===== config.mk =====
export PLATFORM = sky130hd
export DESIGN_NAME = gray_to_binary_decoder
export DESIGN_NICKNAME = d
export VERILOG_FILES = /design/src/rtl/gray_to_binary_decoder.sv
export SDC_FILE = /design/constraint.sdc
export NUM_CORES = 1
export LEC_CHECK = 0
export BUFFER_PORTS_ARGS = -buffer_cell sky130_fd_sc_hd__buf_2
export CAP_MARGIN = 20
export CORE_ASPECT_RATIO = 0.75
export CORE_MARGIN = 4
export CORE_UTILIZATION = 40
export DETAILED_ROUTE_END_ITERATION = 8
export HOLD_SLACK_MARGIN = 0.12
export PLACE_DENSITY = 0.63
export RECOVER_POWER = 100
export SYNTH_ARGS = -nofsm -noshare
export SYNTH_HDL_FRONTEND = slang
export SYNTH_SLANG_ARGS = --single-unit
export TNS_END_PERCENT = 100

===== constraint.sdc =====
create_clock -name clk -period 1.5 [get_ports clk]
set_input_delay 0.075 -clock clk [delete_from_list [all_inputs] [get_ports clk]]
set_output_delay 0.075 -clock clk [all_outputs]
set_load 0.005 [all_outputs]

===== src/rtl/gray_to_binary_decoder.sv =====
// Gray-to-binary decoder with one-word output register, valid/ready on
// both sides, single-step (Hamming distance) checking and error counter.
//
// Ports:
//   clk, rst_n         clock, synchronous active-low reset
//   gray_in, in_valid  upstream word and its valid
//   in_ready           upstream handshake (comb from out_ready only)
//   bin_out, out_valid decoded word and its valid
//   out_ready          downstream handshake
//   step_err           word differs from previous accepted word in >= 2 bits
//   repeat_flag        word equals previous accepted word
//   err_count          saturating count of accepted step errors
//   err_count_clr      synchronous clear of err_count (wins over increment)
module gray_to_binary_decoder #(
   parameter int SIZE  = 4,
   parameter int CNT_W = 8
) (
   input  logic             clk,
   input  logic             rst_n,
   input  logic [SIZE-1:0]  gray_in,
   input  logic             in_valid,
   output logic             in_ready,
   output logic [SIZE-1:0]  bin_out,
   output logic             out_valid,
   input  logic             out_ready,
   output logic             step_err,
   output logic             repeat_flag,
   output logic [CNT_W-1:0] err_count,
   input  logic             err_count_clr
);

   localparam logic [0:0] ST_EMPTY = 1'b0;
   localparam logic [0:0] ST_TRACK = 1'b1;

   localparam logic [CNT_W-1:0] CNT_MAX = {CNT_W{1'b1}};

   logic [0:0]      state_q, state_d;
   logic [SIZE-1:0] last_gray_q, last_gray_d;
   logic [SIZE-1:0] bin_q, bin_d;
   logic            valid_q, valid_d;
   logic            step_q, step_d;
   logic            rep_q, rep_d;
   logic [CNT_W-1:0] cnt_q, cnt_d;

   logic            accept;
   logic [SIZE-1:0] bin_c;
   logic [SIZE-1:0] diff;
   logic            dist_zero;
   logic            dist_multi;
   logic            step_c;
   logic            rep_c;

   assign in_ready = rst_n && (!valid_q || out_ready);
   assign accept   = in_valid && in_ready;

   // Prefix XOR from the MSB down.
   always_comb begin
      bin_c = '0;
      bin_c[SIZE-1] = gray_in[SIZE-1];
      for (int i = SIZE - 2; i >= 0; i--) begin
         bin_c[i] = bin_c[i+1] ^ gray_in[i];
      end
   end

   // Distance >= 2 iff clearing the lowest set bit still leaves a bit set.
   assign diff       = gray_in ^ last_gray_q;
   assign dist_zero  = (diff == '0);
   assign dist_multi = ((diff & (diff - 1'b1)) != '0);

   assign step_c = (state_q == ST_TRACK) && dist_multi;
   assign rep_c  = (state_q == ST_TRACK) && dist_zero;

   always_comb begin
      state_d     = state_q;
      last_gray_d = last_gray_q;
      bin_d       = bin_q;
      valid_d     = valid_q;
      step_d      = step_q;
      rep_d       = rep_q;
      cnt_d       = cnt_q;

      if (accept) begin
         state_d     = ST_TRACK;
         last_gray_d = gray_in;
         bin_d       = bin_c;
         valid_d     = 1'b1;
         step_d      = step_c;
         rep_d       = rep_c;
      end else if (out_ready) begin
         valid_d = 1'b0;
      end

      if (err_count_clr) begin
         cnt_d = '0;
      end else if (accept && step_c && (cnt_q != CNT_MAX)) begin
         cnt_d = cnt_q + 1'b1;
      end
   end

   always_ff @(posedge clk) begin
      if (!rst_n) begin
         state_q     <= ST_EMPTY;
         last_gray_q <= '0;
         bin_q       <= '0;
         valid_q     <= 1'b0;
         step_q      <= 1'b0;
         rep_q       <= 1'b0;
         cnt_q       <= '0;
      end else begin
         state_q     <= state_d;
         last_gray_q <= last_gray_d;
         bin_q       <= bin_d;
         valid_q     <= valid_d;
         step_q      <= step_d;
         rep_q       <= rep_d;
         cnt_q       <= cnt_d;
      end
   end

   assign bin_out     = bin_q;
   assign out_valid   = valid_q;
   assign step_err    = step_q;
   assign repeat_flag = rep_q;
   assign err_count   = cnt_q;

endmodule

==> run summary, run 1 <==
required time of the critical path = 1730 ps
Final Hold Vio Count = 0
clk_skew = 7.44 ps
met3 track utilization from global routing = 0.0582
number of warnings reported in the yosys synthesis log = 0
Worst path slowest cell = sky130_fd_sc_hd__dlygate4sd3_1
fraction of synthesized cell area taken by the top area cell type = 0.398
Pwr per Cell Area = 726 mW/mm^2
most instantiated flip-flop cell in the synthesis netlist = sky130_fd_sc_hd__dfxtp_1
Seq. cell area = 384 um^2
post-synthesis cell count = 102
cell-by-cell trace of the critical path = dlygate4sd3_1 > buf_2 > or2b_2 > and4_4 > and3_4 > nor4b_4 > a211oi_2
number of instances on the worst hold path = 3
global router's overall resource usage = 0.147
number of antenna violations at the first check in global routing = 0
number of design rule violations left after detail routing = 0
die area = 0.00324 mm^2
clock sink count = 19
number of design-rule violations left by the first detailed-router iteration = 26
largest net degree at the start of global routing = 17
busiest layer in global routing = met2
arrival time worst endpoint = 1700 ps
smallest setup slack after layout = 25.6 ps
First-pass DRT Iterations = 4
I/O Buffers = 24
Site Rows = 15
Worst Setup Slack post-DPL = -16.5 ps
Final #Nets = 151
first-pass GRT wire length = 3750 um
Max VDD drop = 0.562 mV
headroom to the max-slew limit = 0.806
Vias = 860
biggest area consumer among synthesized cells = sky130_fd_sc_hd__dfxtp_1
nature of the critical path endpoint = flop
unrepaired setup endpoints after global routing = yes
total gr overflow = 0
Area Overhead vs Synth = 37.9%
routability congestion estimate from global placement = 0.776
Antenna Diode Count = 0
share of post-route cells with drive strength above 1 = 0.379
flop and latch count out of synthesis = 19
DR vias/cell = 4.94
crit-path max cell delay = 520 ps
worst hold-check path type = primary input to flop
result of the run = finished, final reports clean
ANT nets after route = 0
fraction of synthesis flops using an asynchronous set or reset pin = 0
leakage component of the power = 0.506 nW
TritonCTS clock tree = built
maximum clock path buffer count = 2
Initial Utilization = 0.417
count of unique library cells instantiated by Yosys = 35
area taken by multi-input logic gates = 616 um^2
aggregate routed wire length = 2170 um
number of buffers created by CTS = 3
Hold WS = 150 ps
syn avg cell area = 9.36 um^2
Final Max Tran Viols = 0
final-layout fill cell count = 217
crit path time final = 1470 ps
global-route met2 utilization = 0.217
worst-margin pin slew = 291 ps
Post-synth EDFFs = 0
Clock Pin Slew Worst Setup and Hold Paths = 110 ps
CP max FO = 5
Worst Path Class, Setup = primary input to flop
height of the die = 50.3 um
floorplan core area = 0.00229 mm^2
syn_nets = 112
final total power = 0.956 mW
path depth of the worst reg2reg path = 5
clock tree root driver cell = sky130_fd_sc_hd__clkbuf_4
horizontal die dimension = 64.4 um
number of setup violations in the final report = 0
most area-consuming cells after synthesis = sky130_fd_sc_hd__dfxtp_1 (40%), sky130_fd_sc_hd__xor2_1 (5.5%), sky130_fd_sc_hd__nand2_1 (4.3%)
post-synthesis instance area = 955 um^2
maximum clock rate = 678 MHz
Seq/Total Area, Yosys = 0.398
detailed-route wire length per cell = 12.4 um
met1 usage in global routing = 0.205
ratio of final minimum period to clock period = 0.983
# Max-Cap Violations = 0
H-tree Lvls = 1
later-pin clock latency in the skew report = 300 ps
number of global-route vias before repair = 814
Ports = 25
detailed-placement wirelength estimate = 1550 um
kind of start point of the critical path = primary input
## worst max-delay path, delay by kind of cell
family          cells  cell delay, ps
compound gates      1             150
simple gates        4             830
buf+inv             2             630
## power by group
| group | switching (mW) | leakage (nW) | internal, mW |
|---|---|---|---|
| logic | 0.0800 | 0.332 | 0.0801 |
| clock network | 0.159 | 0.0177 | 0.0993 |
| registers | 0.0133 | 0.156 | 0.524 |
| total | 0.252 | 0.506 | 0.704 |
## what timing repair did
item                       4_1_cts  5_1_grt
setup buffers                    0        2
gates resized for setup          4       14
hold buffers                     6        1
hold endpoints to repair         7        1
setup endpoints to repair        5       13
pin swaps                        3        8
## area by class of cell
cell class	instances	area share
multi-input combinational	76	0.468
clock buffer	3	0.0171
sequential	19	0.292
clock inverter	1	0.00380
inverter	2	0.00570
timing repair buffer	39	0.182
tap	34	0.0323
## final timing paths
kind | start | slack, ps | to
worst max-delay path | out_ready | 30 | err_count[7]
worst min-delay path | err_count_clr | 150 | err_count[3]
worst max register to register | last_gray_q[0] | 30 | err_count[7]
worst min register to register | repeat_flag | 490 | repeat_flag
## synth_stat cells (2+ instances only)
master	count
sky130_fd_sc_hd__xnor2_1	2
sky130_fd_sc_hd__and4_1	3
sky130_fd_sc_hd__nand2_1	11
sky130_fd_sc_hd__a211oi_1	2
sky130_fd_sc_hd__nor2_1	2
sky130_fd_sc_hd__a21oi_1	6
sky130_fd_sc_hd__xor2_1	6
sky130_fd_sc_hd__a211o_2	2
sky130_fd_sc_hd__mux2i_1	3
sky130_fd_sc_hd__dfxtp_1	19
sky130_fd_sc_hd__and4_2	2
sky130_fd_sc_hd__or3_1	3
sky130_fd_sc_hd__nand3_1	2
sky130_fd_sc_hd__and2_1	2
sky130_fd_sc_hd__or2b_2	2
sky130_fd_sc_hd__clkbuf_1	2
sky130_fd_sc_hd__nand4_1	3
sky130_fd_sc_hd__o21ai_0	7
sky130_fd_sc_hd__a21boi_0	2
sky130_fd_sc_hd__nor2b_1	5
sky130_fd_sc_hd__inv_1	2
## per-layer routing
| layer | up-vias | wire length, um |
|---|---|---|
| met3 | 2 | 153 |
| met1 | 389 | 1070 |
| li1 | 442 | - |
| met2 | 27 | 926 |
| met4 | 0 | 12 |
| met5 | - | 0 |
## cells by family after synthesis
logic type	after synthesis	share of synthesized area
muxes	3	0.0315
AOI/OAI and AO/OA	23	0.152
adders and majority gates	1	0.0131
DFF	19	0.398
xor gates and xnor gates	8	0.0734
buffers and inverters	7	0.0393
and+or+nand+nor	41	0.292
## metrics by stage
step	std cells	setup TNS [ps]	cell area [um^2]	utilization
2_1_floorplan	102	0	967	-
3_3_place_gp	161	-14.3	1140	0.500
6_report	174	0	1320	0.575
4_1_cts	171	-5.41	1250	0.546
5_1_grt	174	-81.6	1320	0.575
3_5_place_dp	161	-37.6	1140	0.500
## cells in the final DEF (no fill, tap or decap), types with 2 or more instances in the layout
cell type                       netlist  routed
sky130_fd_sc_hd__xnor2_1              2       2
sky130_fd_sc_hd__and2_1               2       2
sky130_fd_sc_hd__a21oi_2              0       2
sky130_fd_sc_hd__dfxtp_2              0       3
sky130_fd_sc_hd__or3_1                3       2
sky130_fd_sc_hd__o21ai_0              7       7
sky130_fd_sc_hd__nor2_1               2       2
sky130_fd_sc_hd__dlygate4sd3_1        0       7
sky130_fd_sc_hd__a21oi_1              6       4
sky130_fd_sc_hd__nand4_1              3       3
sky130_fd_sc_hd__clkbuf_1             2       7
sky130_fd_sc_hd__a211o_2              2       2
sky130_fd_sc_hd__a21boi_0             2       2
sky130_fd_sc_hd__buf_4                1       7
sky130_fd_sc_hd__and4_4               0       2
sky130_fd_sc_hd__mux2i_1              3       3
sky130_fd_sc_hd__nor2b_1              5       5
sky130_fd_sc_hd__or2b_2               2       2
sky130_fd_sc_hd__xor2_2               0       4
sky130_fd_sc_hd__xor2_1               6       2
sky130_fd_sc_hd__and4_1               3       3
sky130_fd_sc_hd__nand2_1             11      11
sky130_fd_sc_hd__clkbuf_4             0       3
sky130_fd_sc_hd__buf_2                1      18
sky130_fd_sc_hd__dfxtp_1             19      16
sky130_fd_sc_hd__nand3_1              2       2
sky130_fd_sc_hd__inv_1                2       2
## state kept, by name, indices dropped and copies added, names as in the netlist
register,count
bin_out,3
step_err,1
last_gray_q,4
state_q,1
out_valid,1
err_count,8
repeat_flag,1
Note: power is estimated with default switching activity, not from simulation.
==> run 2, diff against run 1 <==
--- a/config.mk
+++ b/config.mk
@@ -7,12 +7,14 @@
 export LEC_CHECK = 0
 export BUFFER_PORTS_ARGS = -buffer_cell sky130_fd_sc_hd__buf_2
 export CAP_MARGIN = 20
+export CELL_PAD_IN_SITES_DETAIL_PLACEMENT = 1
+export CELL_PAD_IN_SITES_GLOBAL_PLACEMENT = 2
 export CORE_ASPECT_RATIO = 0.75
 export CORE_MARGIN = 4
-export CORE_UTILIZATION = 40
+export CORE_UTILIZATION = 27
 export DETAILED_ROUTE_END_ITERATION = 8
 export HOLD_SLACK_MARGIN = 0.12
-export PLACE_DENSITY = 0.63
+export PLACE_DENSITY = 0.69
 export RECOVER_POWER = 100
 export SYNTH_ARGS = -nofsm -noshare
 export SYNTH_HDL_FRONTEND = slang
==> run summary, run 2 (synthesis results as in run 1) <==
Gate power share = 0.154
unrepaired setup endpoints after global routing = yes
die area = 0.00456 mm^2
DR vias/cell = 4.74
headroom to the max-slew limit = 0.790
Final #Nets = 151
number of setup violations in the final report = 0
Worst Path Class, Setup = flop to flop
Site Rows = 18
arrival time worst endpoint = 1670 ps
required time of the critical path = 1700 ps
Max VDD drop = 0.318 mV
number of instances on the worst hold path = 3
launch point of the worst hold path = out_ready
result of the run = finished, final reports clean
share of post-route cells with drive strength above 1 = 0.407
fraction of power consumed by the clock network = 0.335
number of design rule violations left after detail routing = 0
Flop pwr share = 0.511
endpoint of the most critical register-to-register path = err_count[3]
worst hold-check path type = primary input to flop
final-layout fill cell count = 401
total gr overflow = 0
crit path time final = 1480 ps
global router's overall resource usage = 0.124
I/O Buffers = 24
detailed-placement wirelength estimate = 1940 um
kind of start point of the critical path = flop
Ports = 25
ratio of final minimum period to clock period = 0.984
TritonCTS clock tree = built
final total power = 1.06 mW
height of the die = 59.5 um
maximum clock path buffer count = 2
endpoint of the worst hold-timing path = out_valid
detailed-route wire length per cell = 14.4 um
clk_skew = 4.17 ps
worst-margin pin slew = 313 ps
Final Max Tran Viols = 0
floorplan core area = 0.00333 mm^2
largest net degree at the start of global routing = 16
first-pass GRT wire length = 4400 um
number of antenna violations at the first check in global routing = 0
clock sink count = 19
ANT nets after route = 0
routability congestion estimate from global placement = 0.698
number of design-rule violations left by the first detailed-router iteration = 38
Vias = 853
# Max-Cap Violations = 0
Antenna Diode Count = 0
Pwr per Cell Area = 790 mW/mm^2
maximum clock rate = 678 MHz
horizontal die dimension = 76.7 um
Final Hold Vio Count = 0
later-pin clock latency in the skew report = 260 ps
flip-flop count of the largest register after layout = 8
switching share of total power = 0.248
worst reg-to-reg setup slack = 20 ps
First-pass DRT Iterations = 3
aggregate routed wire length = 2600 um
path depth of the worst reg2reg path = 5
leakage component of the power = 0.518 nW
Sw Pwr = 0.262 mW
CP max FO = 6
number of buffers created by CTS = 3
Initial Utilization = 0.286
internal power of the cells = 0.795 mW
Reg-to-Reg Start = out_valid
commonest cells after routing, fill and taps aside = sky130_fd_sc_hd__buf_2 (22), sky130_fd_sc_hd__dfxtp_1 (14), sky130_fd_sc_hd__nand2_1 (11), sky130_fd_sc_hd__clkbuf_1 (7)
clock tree root driver cell = sky130_fd_sc_hd__clkbuf_8
H-tree Lvls = 1
nature of the critical path endpoint = flop
Area Overhead vs Synth = 40.1%
Clock Pin Slew Worst Setup and Hold Paths = 70 ps
number of global-route vias before repair = 914
Hold WS = 124 ps
most common cell after layout, fill and taps aside = sky130_fd_sc_hd__buf_2
-- run 2: power by group through the flow --
| stage | sequential (mW) | clock, mW | combinational (mW) |
|---|---|---|---|
| 2_1_floorplan | 0.546 | 0 | 0.0904 |
| 3_3_place_gp | 0.544 | 0 | 0.135 |
| 3_5_place_dp | 0.546 | 0 | 0.139 |
| 4_1_cts | 0.538 | 0.374 | 0.156 |
| 5_1_grt | 0.542 | 0.391 | 0.181 |
| 6_report | 0.540 | 0.354 | 0.163 |
-- run 2: layout make-up --
type                    count  area (um^2)  share of cell area
clock buffers               4         45.0              0.0337
flip-flops and latches     19          387               0.289
well taps                  40         50.0              0.0374
repair buffers             39          228               0.170
inverters                   2         7.51             0.00561
multi-input cells          76          621               0.464
-- run 2: per-layer routing --
layer	routed length [um]	part of all wire	GRT usage	up-vias
li1	-	-	-	439
met1	1300	0.50	0.157	397
met2	1170	0.45	0.201	15
met3	111	0.043	0.0456	2
met4	12	0.0046	0.0310	0
met5	0	0	0	-
-- run 2: what timing repair did --
action,in CTS,in global routing
setup endpoints to repair,5,16
hold buffers,5,0
buffers inserted,0,1
pin swaps,5,9
hold endpoints to repair,5,0
resized for setup,7,13
gates cloned,0,0
-- run 2: how the worst max path moves through the flow --
stage	from	end	slack, ps	cells after the start
after floorplan	err_count[0]	err_count[2]	40	4
after global placement	last_gray_q[0]	err_count[4]	-10	5
after detailed placement	last_gray_q[0]	err_count[3]	-20	5
after CTS	last_gray_q[1]	err_count[2]	-4	4
after global routing	out_valid	err_count[4]	-40	5
final	out_valid	err_count[3]	20	5
-- run 2: critical path, cell delays in order (launching register included) --
cell and delay [ps]:
sky130_fd_sc_hd__dfxtp_2 320, sky130_fd_sc_hd__or2b_4 200, sky130_fd_sc_hd__and4_4 250, sky130_fd_sc_hd__nand4_4 130, sky130_fd_sc_hd__or3_4 400, sky130_fd_sc_hd__a21oi_2 110
-- run 2: through the flow --
step | setup TNS (ps) | utilization | setup WS, ps | cell area, um^2 | instances
finish | 0 | 0.401 | 24.4 | 1340 | 180
global route | -122 | 0.401 | -41.5 | 1340 | 180
CTS | -4.11 | 0.391 | -4.11 | 1300 | 179
detailed placement | -56.2 | 0.352 | -21.6 | 1170 | 170
global placement | -11.7 | 0.352 | -11.7 | 1170 | 170
floorplan | 0 | - | 35.6 | 967 | 102
==> run 3, diff against run 2 <==
--- a/config.mk
+++ b/config.mk
@@ -13,6 +13,7 @@
 export CORE_MARGIN = 4
 export CORE_UTILIZATION = 27
 export DETAILED_ROUTE_END_ITERATION = 8
+export GPL_TIMING_DRIVEN = 0
 export HOLD_SLACK_MARGIN = 0.12
 export PLACE_DENSITY = 0.69
 export RECOVER_POWER = 100
==> run summary, run 3 (synthesis results as in run 1) <==
leakage component of the power = 0.495 nW
largest net degree at the start of global routing = 16
Pwr per Cell Area = 800 mW/mm^2
kind of start point of the critical path = flop
Final Max Tran Viols = 0
Final #Nets = 146
result of the run = finished, final reports clean
aggregate routed wire length = 2360 um
routability congestion estimate from global placement = 0.663
H-tree Lvls = 1
most common cell after layout, fill and taps aside = sky130_fd_sc_hd__buf_2
Worst path slowest cell = sky130_fd_sc_hd__a211o_2
floorplan core area = 0.00333 mm^2
headroom to the max-slew limit = 0.704
Flop pwr share = 0.511
ratio of final minimum period to clock period = 0.975
Vias = 859
commonest cells after routing, fill and taps aside = sky130_fd_sc_hd__buf_2 (20), sky130_fd_sc_hd__nand2_1 (11), sky130_fd_sc_hd__dfxtp_1 (11), sky130_fd_sc_hd__clkbuf_1 (7)
smallest setup slack after layout = 37.5 ps
number of design-rule violations left by the first detailed-router iteration = 34
TritonCTS clock tree = built
cell total after placement = 166
detailed-route wire length per cell = 13.5 um
later-pin clock latency in the skew report = 250 ps
Area Overhead vs Synth = 38.0%
non-filler cells, final = 175
number of design rule violations left after detail routing = 0
clock tree root driver cell = sky130_fd_sc_hd__clkbuf_8
Ports = 25
First-pass DRT Iterations = 2
die area = 0.00456 mm^2
I/O Buffers = 24
first-pass GRT wire length = 4060 um
number of setup violations in the final report = 0
required time of the critical path = 1680 ps
Worst Setup Slack post-DPL = -124 ps
# Max-Cap Violations = 0
path depth of the worst reg2reg path = 5
Site Rows = 18
arrival time worst endpoint = 1640 ps
unrepaired setup endpoints after global routing = yes
Antenna Diode Count = 0
Sw Pwr = 0.263 mW
height of the die = 59.5 um
CP max FO = 5
clk_skew = 0.994 ps
Initial Utilization = 0.286
switching share of total power = 0.249
share of post-route cells with drive strength above 1 = 0.415
flip-flop count of the largest register after layout = 8
maximum clock rate = 684 MHz
Max VDD drop = 0.380 mV
worst-margin pin slew = 445 ps
worst hold-check path type = primary input to flop
crit path time final = 1460 ps
crit-path max cell delay = 380 ps
detailed-placement wirelength estimate = 1780 um
horizontal die dimension = 76.7 um
worst reg-to-reg setup slack = 40 ps
Final Hold Vio Count = 0
internal power of the cells = 0.792 mW
Clock Pin Slew Worst Setup and Hold Paths = 70 ps
number of buffers created by CTS = 3
number of instances on the worst hold path = 3
clock sink count = 19
Worst Path Class, Setup = flop to flop
number of antenna violations at the first check in global routing = 0
ANT nets after route = 0
maximum clock path buffer count = 2
Final TNS setup = 0 ps
number of global-route vias before repair = 840
total gr overflow = 0
DR vias/cell = 4.91
global router's overall resource usage = 0.114
cell-by-cell trace of the critical path = xor2_2 > a211o_2 > and3_4 > nor4b_4 > a211oi_2
Gate power share = 0.154
nature of the critical path endpoint = flop
fraction of power consumed by the clock network = 0.335
-- run 3: changes by cell type in the layout (fill, tap and decap cells not counted), moves of 2 or more --
| cell | previous run | this run |
|---|---|---|
| sky130_fd_sc_hd__dfxtp_1 | 14 | 11 |
| sky130_fd_sc_hd__dfxtp_4 | 0 | 2 |
| sky130_fd_sc_hd__buf_2 | 22 | 20 |
| sky130_fd_sc_hd__buf_4 | 6 | 2 |
-- run 3: worst max-delay path: cells and delay by family (launching register included) --
kind | cells | cell delay, ps
AO/OA/AOI/OAI | 2 | 570
XOR/XNOR | 1 | 160
flip-flops | 1 | 330
AND/OR/NAND/NOR | 2 | 330
-- run 3: layout make-up --
cell class / count / area, um^2
Multi-Input combinational cell: 76 / 622
Clock buffer: 4 / 45.0
Timing Repair Buffer: 30 / 171
Sequential cell: 19 / 395
Fill cell: 395 / 2020
Tap cell: 40 / 50.0
Inverter: 2 / 7.51
Buffer: 4 / 26.3
-- run 3: power groups by stage --
stage | Clock (mW) | Combinational [mW] | Sequential (mW)
6_report | 0.353 | 0.162 | 0.539
5_1_grt | 0.398 | 0.183 | 0.542
4_1_cts | 0.378 | 0.159 | 0.538
3_5_place_dp | 0 | 0.141 | 0.547
3_3_place_gp | 0 | 0.137 | 0.546
2_1_floorplan | 0 | 0.0904 | 0.546
-- run 3: final timing paths --
kind | startpoint | endpoint
worst max register to register | last_gray_q[2] | err_count[7]
worst min-delay path | rst_n | last_gray_q[1]
worst min register to register | repeat_flag | repeat_flag
worst max-delay path | last_gray_q[2] | err_count[7]
-- run 3: per-layer routing --
layer	wire, um	track usage
met1	1170	0.150
met2	1070	0.182
met3	114	0.0395
met4	16	0.0233
met5	0	0
-- run 3: what timing repair did --
action | in CTS | in global routing
hold endpoints to repair | 4 | 0
setup endpoints to repair | 13 | 7
gates cloned | 0 | 0
resized for setup | 16 | 10
hold buffers | 5 | 0
pin swaps | 8 | 8
setup buffers | 0 | 1
-- run 3: per-stage QoR --
stage / hold slack, ps / area (um^2) / total power [mW] / util
4_1_cts: 131 / 1280 / 1.08 / 0.384
5_1_grt: 160 / 1320 / 1.12 / 0.395
6_report: 145 / 1320 / 1.05 / 0.395
3_3_place_gp: 321 / 1140 / 0.683 / 0.341
2_1_floorplan: 184 / 967 / 0.636 / -
3_5_place_dp: 345 / 1140 / 0.688 / 0.341
